===== config.mk =====
export PLATFORM = sky130hd
export DESIGN_NAME = comma_aligner
export DESIGN_NICKNAME = d
export VERILOG_FILES = /design/src/rtl/comma_aligner.sv
export SDC_FILE = /design/constraint.sdc
export NUM_CORES = 1
export LEC_CHECK = 0
export ABC_AREA = 1
export BUFFER_PORTS_ARGS = -buffer_cell sky130_fd_sc_hd__buf_2
export CORE_UTILIZATION = 45
export CTS_CLUSTER_DIAMETER = 40
export DETAILED_ROUTE_END_ITERATION = 12
export HOLD_SLACK_MARGIN = 0.06
export MAX_ROUTING_LAYER = met4
export SLEW_MARGIN = 10
export SYNTH_ARGS = -nofsm -noshare
export SYNTH_HDL_FRONTEND = slang
export SYNTH_SLANG_ARGS = --single-unit
export TNS_END_PERCENT = 20

===== constraint.sdc =====
create_clock -name clk_i -period 2.35 [get_ports clk_i]
set_input_delay 0.1175 -clock clk_i [delete_from_list [all_inputs] [get_ports clk_i]]
set_output_delay 0.1175 -clock clk_i [all_outputs]
set_load 0.01 [all_outputs]

===== src/rtl/comma_aligner.sv =====
// Bit-serial comma aligner with hunt/verify/locked qualification; emits one 10-bit code group per 10 clocks once locked.
// Outputs registered, strobe one clock after each boundary; no backpressure, the consumer takes every strobe.
module comma_aligner #(
    parameter int WIDTH    = 10,
    parameter int LOCK_CNT = 3,
    parameter int MISS_MAX = 4
) (
    input  logic             clk_i,
    input  logic             rst_ni,
    input  logic             inputdata_i,
    input  logic             realign_i,
    output logic [WIDTH-1:0] word_o,
    output logic             word_valid_o,
    output logic             comma_o,
    output logic             locked_o
);

    localparam int GW = $clog2(LOCK_CNT + 1);
    localparam int MW = $clog2(MISS_MAX + 1);
    localparam logic [GW-1:0] LOCK_CNT_W = GW'(LOCK_CNT);
    localparam logic [MW-1:0] MISS_MAX_W = MW'(MISS_MAX);

    typedef enum logic [1:0] {HUNT, VERIFY, LOCKED} state_t;

    state_t          state_q, state_d;
    logic [WIDTH-1:0] shift_q;
    logic [3:0]      phase_q, phase_d;
    logic [GW-1:0]   good_q, good_d, good_inc;
    logic [MW-1:0]   miss_q, miss_d, miss_inc;
    logic            comma, bnd, strobe;

    assign comma    = (shift_q[WIDTH-1 -: 7] == 7'b0011111) |
                      (shift_q[WIDTH-1 -: 7] == 7'b1100000);
    assign bnd      = (phase_q == 4'd9);
    assign good_inc = good_q + GW'(1);
    assign miss_inc = miss_q + MW'(1);

    always_comb begin
        state_d = state_q;
        phase_d = bnd ? 4'd0 : phase_q + 4'd1;
        good_d  = good_q;
        miss_d  = miss_q;
        strobe  = 1'b0;
        if (realign_i) begin
            // Re-hunt request overrides any comma or boundary seen this cycle.
            state_d = HUNT;
            good_d  = '0;
            miss_d  = '0;
        end else begin
            case (state_q)
                HUNT: begin
                    if (comma) begin
                        phase_d = 4'd0;
                        good_d  = GW'(1);
                        if (LOCK_CNT == 1) begin
                            state_d = LOCKED;
                            miss_d  = '0;
                        end else begin
                            state_d = VERIFY;
                        end
                    end
                end
                VERIFY: begin
                    if (comma && bnd) begin
                        good_d = good_inc;
                        if (good_inc == LOCK_CNT_W) begin
                            state_d = LOCKED;
                            miss_d  = '0;
                        end
                    end else if (comma) begin
                        state_d = HUNT;
                        good_d  = '0;
                    end
                end
                LOCKED: begin
                    strobe = bnd;
                    if (comma && bnd) begin
                        miss_d = '0;
                    end else if (comma) begin
                        miss_d = miss_inc;
                        if (miss_inc == MISS_MAX_W) begin
                            state_d = HUNT;
                        end
                    end
                end
                default: state_d = HUNT;
            endcase
        end
    end

    always_ff @(posedge clk_i) begin
        if (!rst_ni) begin
            state_q      <= HUNT;
            shift_q      <= '0;
            phase_q      <= 4'd0;
            good_q       <= '0;
            miss_q       <= '0;
            word_o       <= '0;
            word_valid_o <= 1'b0;
            comma_o      <= 1'b0;
            locked_o     <= 1'b0;
        end else begin
            state_q      <= state_d;
            shift_q      <= {shift_q[WIDTH-2:0], inputdata_i};
            phase_q      <= phase_d;
            good_q       <= good_d;
            miss_q       <= miss_d;
            word_valid_o <= strobe;
            locked_o     <= (state_d == LOCKED);
            if (strobe) begin
                word_o  <= shift_q;
                comma_o <= comma;
            end
        end
    end

endmodule


* Word-level counts from Yosys, hierarchy flattened
Cells that the tools add are included.
** Cells by class
- Bitwise logic cells :: 2
- Equality and inequality tests :: 13
- $add $sub $neg :: 3
- Mux-type cells :: 24
- Reduce and logical (&&, ||, !) cells :: 7
** Operators by type and width (count)
- $mux W2 :: 11
- $mux W4 :: 4
- $mux W3 :: 4
- $eq A7 B5 Y1 const B :: 1
- $eq A7 B7 Y1 const B :: 1
- $eq A2 B2 Y1 const B :: 3
- $ne A2 B2 Y1 const B :: 3
- $ne A3 B3 Y1 const B :: 2
- $pmux W2 S3 :: 1
- $pmux W3 S2 :: 1
- $add A4 B1 Y4 const B :: 1
- $eq A4 B4 Y1 const B :: 1
- $pmux W2 S2 :: 1
- $reduce_and A4 Y1 :: 1
- $reduce_bool A2 Y1 :: 2
- $add A3 B1 Y3 const B :: 1
- $eq A3 B3 Y1 const B :: 1
- $reduce_and A3 Y1 :: 1
- $add A2 B1 Y2 const B :: 1
- $eq A2 B1 Y1 const B :: 1
- $logic_not A2 Y1 :: 1
- $mux W1 :: 2
- $reduce_or A2 Y1 :: 1
- $logic_and A1 B1 Y1 :: 1
- other kinds (2) :: 2
** Word-level totals
- Word-level logic and storage cells :: 58
- Register bits after elaboration :: 34
- Output and inout bits :: 13
- Bits of input ports :: 4

* Longest topological paths before layout
- Depth in word-level cells :: 8
- Depth in mapped cells :: 11
- Depth with buffers taken out :: 11

* Worst setup path after synthesis
Ideal clock, no wire load.
- Kind :: reg-to-reg
- Start point :: reg shift_q[7]
- End point :: reg miss_q[1]
- Setup time :: 0.113 ns
- Cell stages (with the launch flop) :: 11
- Period minus slack after synthesis :: 1.118 ns
- Data required time :: 2.237 ns
- Path slack :: 1.232 ns
- Path buffers :: 0
- Arrival time :: 1.005 ns
- Cell sequence :: dfxtp_1 > inv_1 > nand2_1 > nor2_1 > nand2_1 > nand2_4 > nand2_1 > nand2_2 > nand2_2 > nor2_1 > nor2_1
** Between the ends
- Cells in the longest elaborated chain, start to end :: 5
- Elaborated cells on any way between the ends :: 9
- Classes of those cells :: eq/ne (4); mux (2); bitwise (1); reduce/logical (2)
** Ends and longest elaborated chain
- start: declaration :: RTL line 26 : logic [WIDTH-1:0] shift_q;
- start signal: assignment :: RTL line 104 : shift_q <= {shift_q[WIDTH-2:0], inputdata_i};
- $eq A7 B5 Y1 / $eq A7 B7 Y1 (equally long branches) :: RTL line 32, 33
- $or A1 B1 Y1 * :: RTL line 32 : assign comma = (shift_q[WIDTH-1 -: 7] == 7'b0011111) |
- $logic_and A1 B1 Y1 :: RTL line 64, 77
- $ne A3 B3 Y1 (no line) (tied with other cells)
- $reduce_and A4 Y1 (no line) / $pmux W3 S2 (equally long branches)
- end signal: assignment :: RTL line 107 : miss_q <= miss_d;
- end: declaration :: RTL line 29 : logic [MW-1:0] miss_q, miss_d, miss_inc;
Every way passes the cells marked *; elsewhere a longest branch is shown, timed or not.
A chain may end at the register's enable or synchronous reset.

* Worst setup path in the final report
- Start point :: reg phase_q[3]
- End point :: reg word_o[9]
** Between the ends
- Cells in the longest elaborated chain, start to end :: 3
** Ends and longest elaborated chain
- start: declaration :: RTL line 27 : logic [3:0] phase_q, phase_d;
- start signal: assignment :: RTL line 105 : phase_q <= phase_d;
- $eq A4 B4 Y1 :: RTL line 34 : assign bnd = (phase_q == 4'd9);
- $mux W1 :: RTL line 50 : case (state_q)
- $mux W1 :: RTL line 44 : if (realign_i) begin
- end signal: assignment :: RTL line 111 : word_o <= shift_q;
- end: declaration :: RTL line 12 : output logic [WIDTH-1:0] word_o,
No other way between the ends.

==> results summary <==
The run finished, with violations left. The final reports fail on design-rule violations. The area taken by flip-flops and latches is 681 um2.

The highest metal layer carrying signal wires in the routed design is met4. The signal arrival time at the worst endpoint is 1.60 ns. The final net count came out at 210.

The Yosys step of the flow raised 0 warnings. The root buffer cell chosen for the clock tree is sky130_fd_sc_hd__clkbuf_4. The global-route usage over all layers is 0.166. The cell total after placement is 226. The fmax came out at 0.748 GHz. The initial antenna violation count is 0. The utilization after layout is 0.544. The leakage dissipation is 0.748 nW.

In this run the horizontal extent of the chip is 57.6 um. The wire length of the first global-routing pass came out at 3970 um. The detailed-route vias per instance came out at 4.80. The hold buffer count at cts is 1. In this run the power density over the cells is 598 mW/mm2. The worst clock skew on the final layout came out at 0.0104 ns. Summing over every cut layer, the via total after detailed routing is 1118. The cell area after layout came out at 0.00155 mm2.

The total negative slack for setup checks is 0 ns. The finished layout holds 233 standard cells, fillers aside. During placement, the flow inserted port buffers numbering 16.

The tightest slew margin relative to the limit came out at 0.720. The transition at the pin with the smallest max-transition slack came out at 0.418 ns. The largest voltage drop on the vdd net came out at 0.000333 V. Dividing the final minimum period by the clock period gives 0.569. The synthesized netlist cell count came out at 182. In this run the worst hold path is classified as in -> reg. After global routing the overflow that remains totals 0. The number of slew-limit violations in the final report was 0.

The routed metal-1 wire length came out at 1240 um. The via count of the first global-routing pass is 943. The die outline height came out at 57.6 um. The synthesized design contains 34 register bits.

The peak fanout along the critical path is 15. The cell area reported after detailed placement is 0.00149 mm2. The share of total power in the clock network came out at 0.336. For this block, the initial DRC count from the detailed router was 30. Clock-pin slew was measured on the worst setup and hold paths at 0.10 ns. The number of hold violations in the final report came out at 0.

The area of the die came out at 0.00332 mm2. The cell internal power dissipation is 0.000727 W. The reported max-cap violation count is 0. The residual antenna-violating net count after detailed routing came out at 0. The routed design uses 1000 um of met2 wire. The worst setup path is of the reg -> reg kind. The setup-violating endpoint count in the final report came out at 0. The portion of total power attributed to combinational logic came out at 0.031. The starting utilization of the core area came out at 0.488.

The net switching fraction of the power is 0.217. In the final layout, the multi-input gates occupy 578 um2. The clock sink count is 34. The number of buffers created by CTS came out at 5. The later pin in the worst-skew pair is clocked with a latency of 0.33 ns.

The maximum clock path buffer count is 2. For this run, the detailed router's first-pass iteration total came to 8. Routability-driven placement finished with a final weighted congestion of 0.827. The core footprint is 0.00285 mm2. In this run, distinct cell masters in the synthesized netlist total 21.

Setup repair after global routing left no endpoint under its margin. Dividing the detail-routed wire length by the instance count gives 10.3 um. The amount of wire on met3 after detailed routing came out at 123 um. The floorplan has 19 rows. TritonCTS built the clock tree. The net count after synthesis is 189. The switching power total came out at 0.000201 W.

The share of the Yosys chip area taken by registers is 0.489. STA classifies the critical path startpoint as a register. The total power draw is 0.000929 W. The post-detailed-routing wire length came out at 2400 um.

The repair_antennas step left the layout with diodes totalling 0. Once the clock tree was built, the resizer swapped 0 gates to a different size. The depth of the CTS H-tree came out at 2. The I/O pin count came out at 17. The average instance in the mapped netlist occupies 7.64 um2. The worst path in the final design needs a cycle of 1.34 ns, including I/O delays and setup. STA puts the critical path data required time at 2.62 ns. The buffer count from post-CTS setup fixing came out at 0. STA classifies the critical path endpoint as a register. The placed wire-length estimate is 1820 um. The number of remaining DRC errors is 3. The layout overhead on the synthesized area is 11.6%. Of the total power, registers draw 0.633. The fill cell total of the finished layout came out at 282. The cell area after synthesis came out at 0.00139 mm2. The fraction of final layout cells with drive strength greater than 1 is 0.178. Entering global routing, the biggest net connects 24 pins.
## logic make-up (layout without fill, tap and decap cells)
group / count (synthesis) / after routing / share of synthesized area
flops: 34 / 34 / 0.489
fa+ha+maj: 3 / 3 / 0.0270
buf+inv: 33 / 53 / 0.0953
simple gates: 82 / 82 / 0.269
compound gates: 27 / 27 / 0.101
xor+xnor: 3 / 3 / 0.0189
## registers in the layout (all words and copies together), names as in the netlist
name          cells
comma_o           1
good_q            2
locked_o          1
miss_q            3
phase_q           4
shift_q          10
state_q           2
word_o           10
word_valid_o      1
## cells in the final DEF, fill, tap and decap left out, types with 3 or more instances in the layout
cell type / n
sky130_fd_sc_hd__dfxtp_1: 34
sky130_fd_sc_hd__o21ai_0: 16
sky130_fd_sc_hd__nor2_2: 3
sky130_fd_sc_hd__nand3_1: 7
sky130_fd_sc_hd__inv_1: 27
sky130_fd_sc_hd__clkbuf_4: 5
sky130_fd_sc_hd__nand2_2: 4
sky130_fd_sc_hd__a21oi_1: 9
sky130_fd_sc_hd__nand2_1: 35
sky130_fd_sc_hd__xor2_1: 3
sky130_fd_sc_hd__buf_2: 16
sky130_fd_sc_hd__ha_1: 3
sky130_fd_sc_hd__nor2_1: 27
## path summary, 6_finish.rpt
check | start | cells past startpoint | slack [ns] | end
worst max-delay path | phase_q[3] | 8 | 1.01 | word_o[9]
worst min-delay path | realign_i | 4 | 0.15 | miss_q[2]
worst max register to register | phase_q[3] | 8 | 1.01 | word_o[9]
worst min register to register | shift_q[1] | 2 | 0.43 | shift_q[2]
## per-layer routing
metal  GRT usage  up-vias
met5           -        -
met4      0.0732        0
met3      0.0612        5
met2       0.234       21
met1       0.212      488
li1            -      604
## critical path, cell delays in order, from the launching register on
cell                       delay [ns]
sky130_fd_sc_hd__dfxtp_1         0.36
sky130_fd_sc_hd__inv_1           0.07
sky130_fd_sc_hd__nor2_2          0.09
sky130_fd_sc_hd__nand3_2         0.11
sky130_fd_sc_hd__inv_2           0.12
sky130_fd_sc_hd__nand3_4         0.11
sky130_fd_sc_hd__clkinv_2        0.17
sky130_fd_sc_hd__o21ai_0         0.10
sky130_fd_sc_hd__a21oi_1         0.14
## layout make-up
type,instances,share of cell area
well taps,31,0.0250
multi-input cells,115,0.372
flip-flops and latches,34,0.438
clock buffers,6,0.0330
repair buffers,17,0.0580
inverters,30,0.0733
## power by group through the flow
stage                     clock network, W  logic (W)  registers (W)
after detailed placement                 0  0.0000279       0.000601
final                             0.000312  0.0000287       0.000588
after floorplan                          0  0.0000206       0.000600
after CTS                         0.000326  0.0000292       0.000588
after global placement                   0  0.0000268       0.000601
after global routing              0.000346  0.0000337       0.000589
## synth_stat cells
cell type / number / area (um2)
sky130_fd_sc_hd__clkinv_2: 1 / 5.00
sky130_fd_sc_hd__xor2_1: 3 / 26.3
sky130_fd_sc_hd__clkbuf_1: 2 / 7.51
sky130_fd_sc_hd__nand3_1: 7 / 35.0
sky130_fd_sc_hd__nor2_2: 3 / 18.8
sky130_fd_sc_hd__inv_1: 27 / 101
sky130_fd_sc_hd__ha_1: 3 / 37.5
sky130_fd_sc_hd__nand2_1: 35 / 131
sky130_fd_sc_hd__inv_2: 2 / 7.51
sky130_fd_sc_hd__nand3_2: 1 / 10.0
sky130_fd_sc_hd__nand2_4: 1 / 11.3
sky130_fd_sc_hd__nand4_1: 2 / 12.5
sky130_fd_sc_hd__buf_6: 1 / 11.3
sky130_fd_sc_hd__dfxtp_1: 34 / 681
sky130_fd_sc_hd__a21oi_1: 9 / 45.0
sky130_fd_sc_hd__o21ai_0: 16 / 80.1
sky130_fd_sc_hd__nor2_1: 27 / 101
sky130_fd_sc_hd__nor2_4: 1 / 11.3
sky130_fd_sc_hd__nand3_4: 1 / 17.5
sky130_fd_sc_hd__a21boi_0: 2 / 15.0
sky130_fd_sc_hd__nand2_2: 4 / 25.0
## per-stage QoR
step	setup slack, ns	hold WS [ns]
after CTS	0.987	0.136
after floorplan	1.23	0.215
after global placement	1.04	0.300
final	1.01	0.145
after global routing	0.840	0.150
after detailed placement	0.999	0.314
Note: power is estimated with default switching activity, not from simulation.
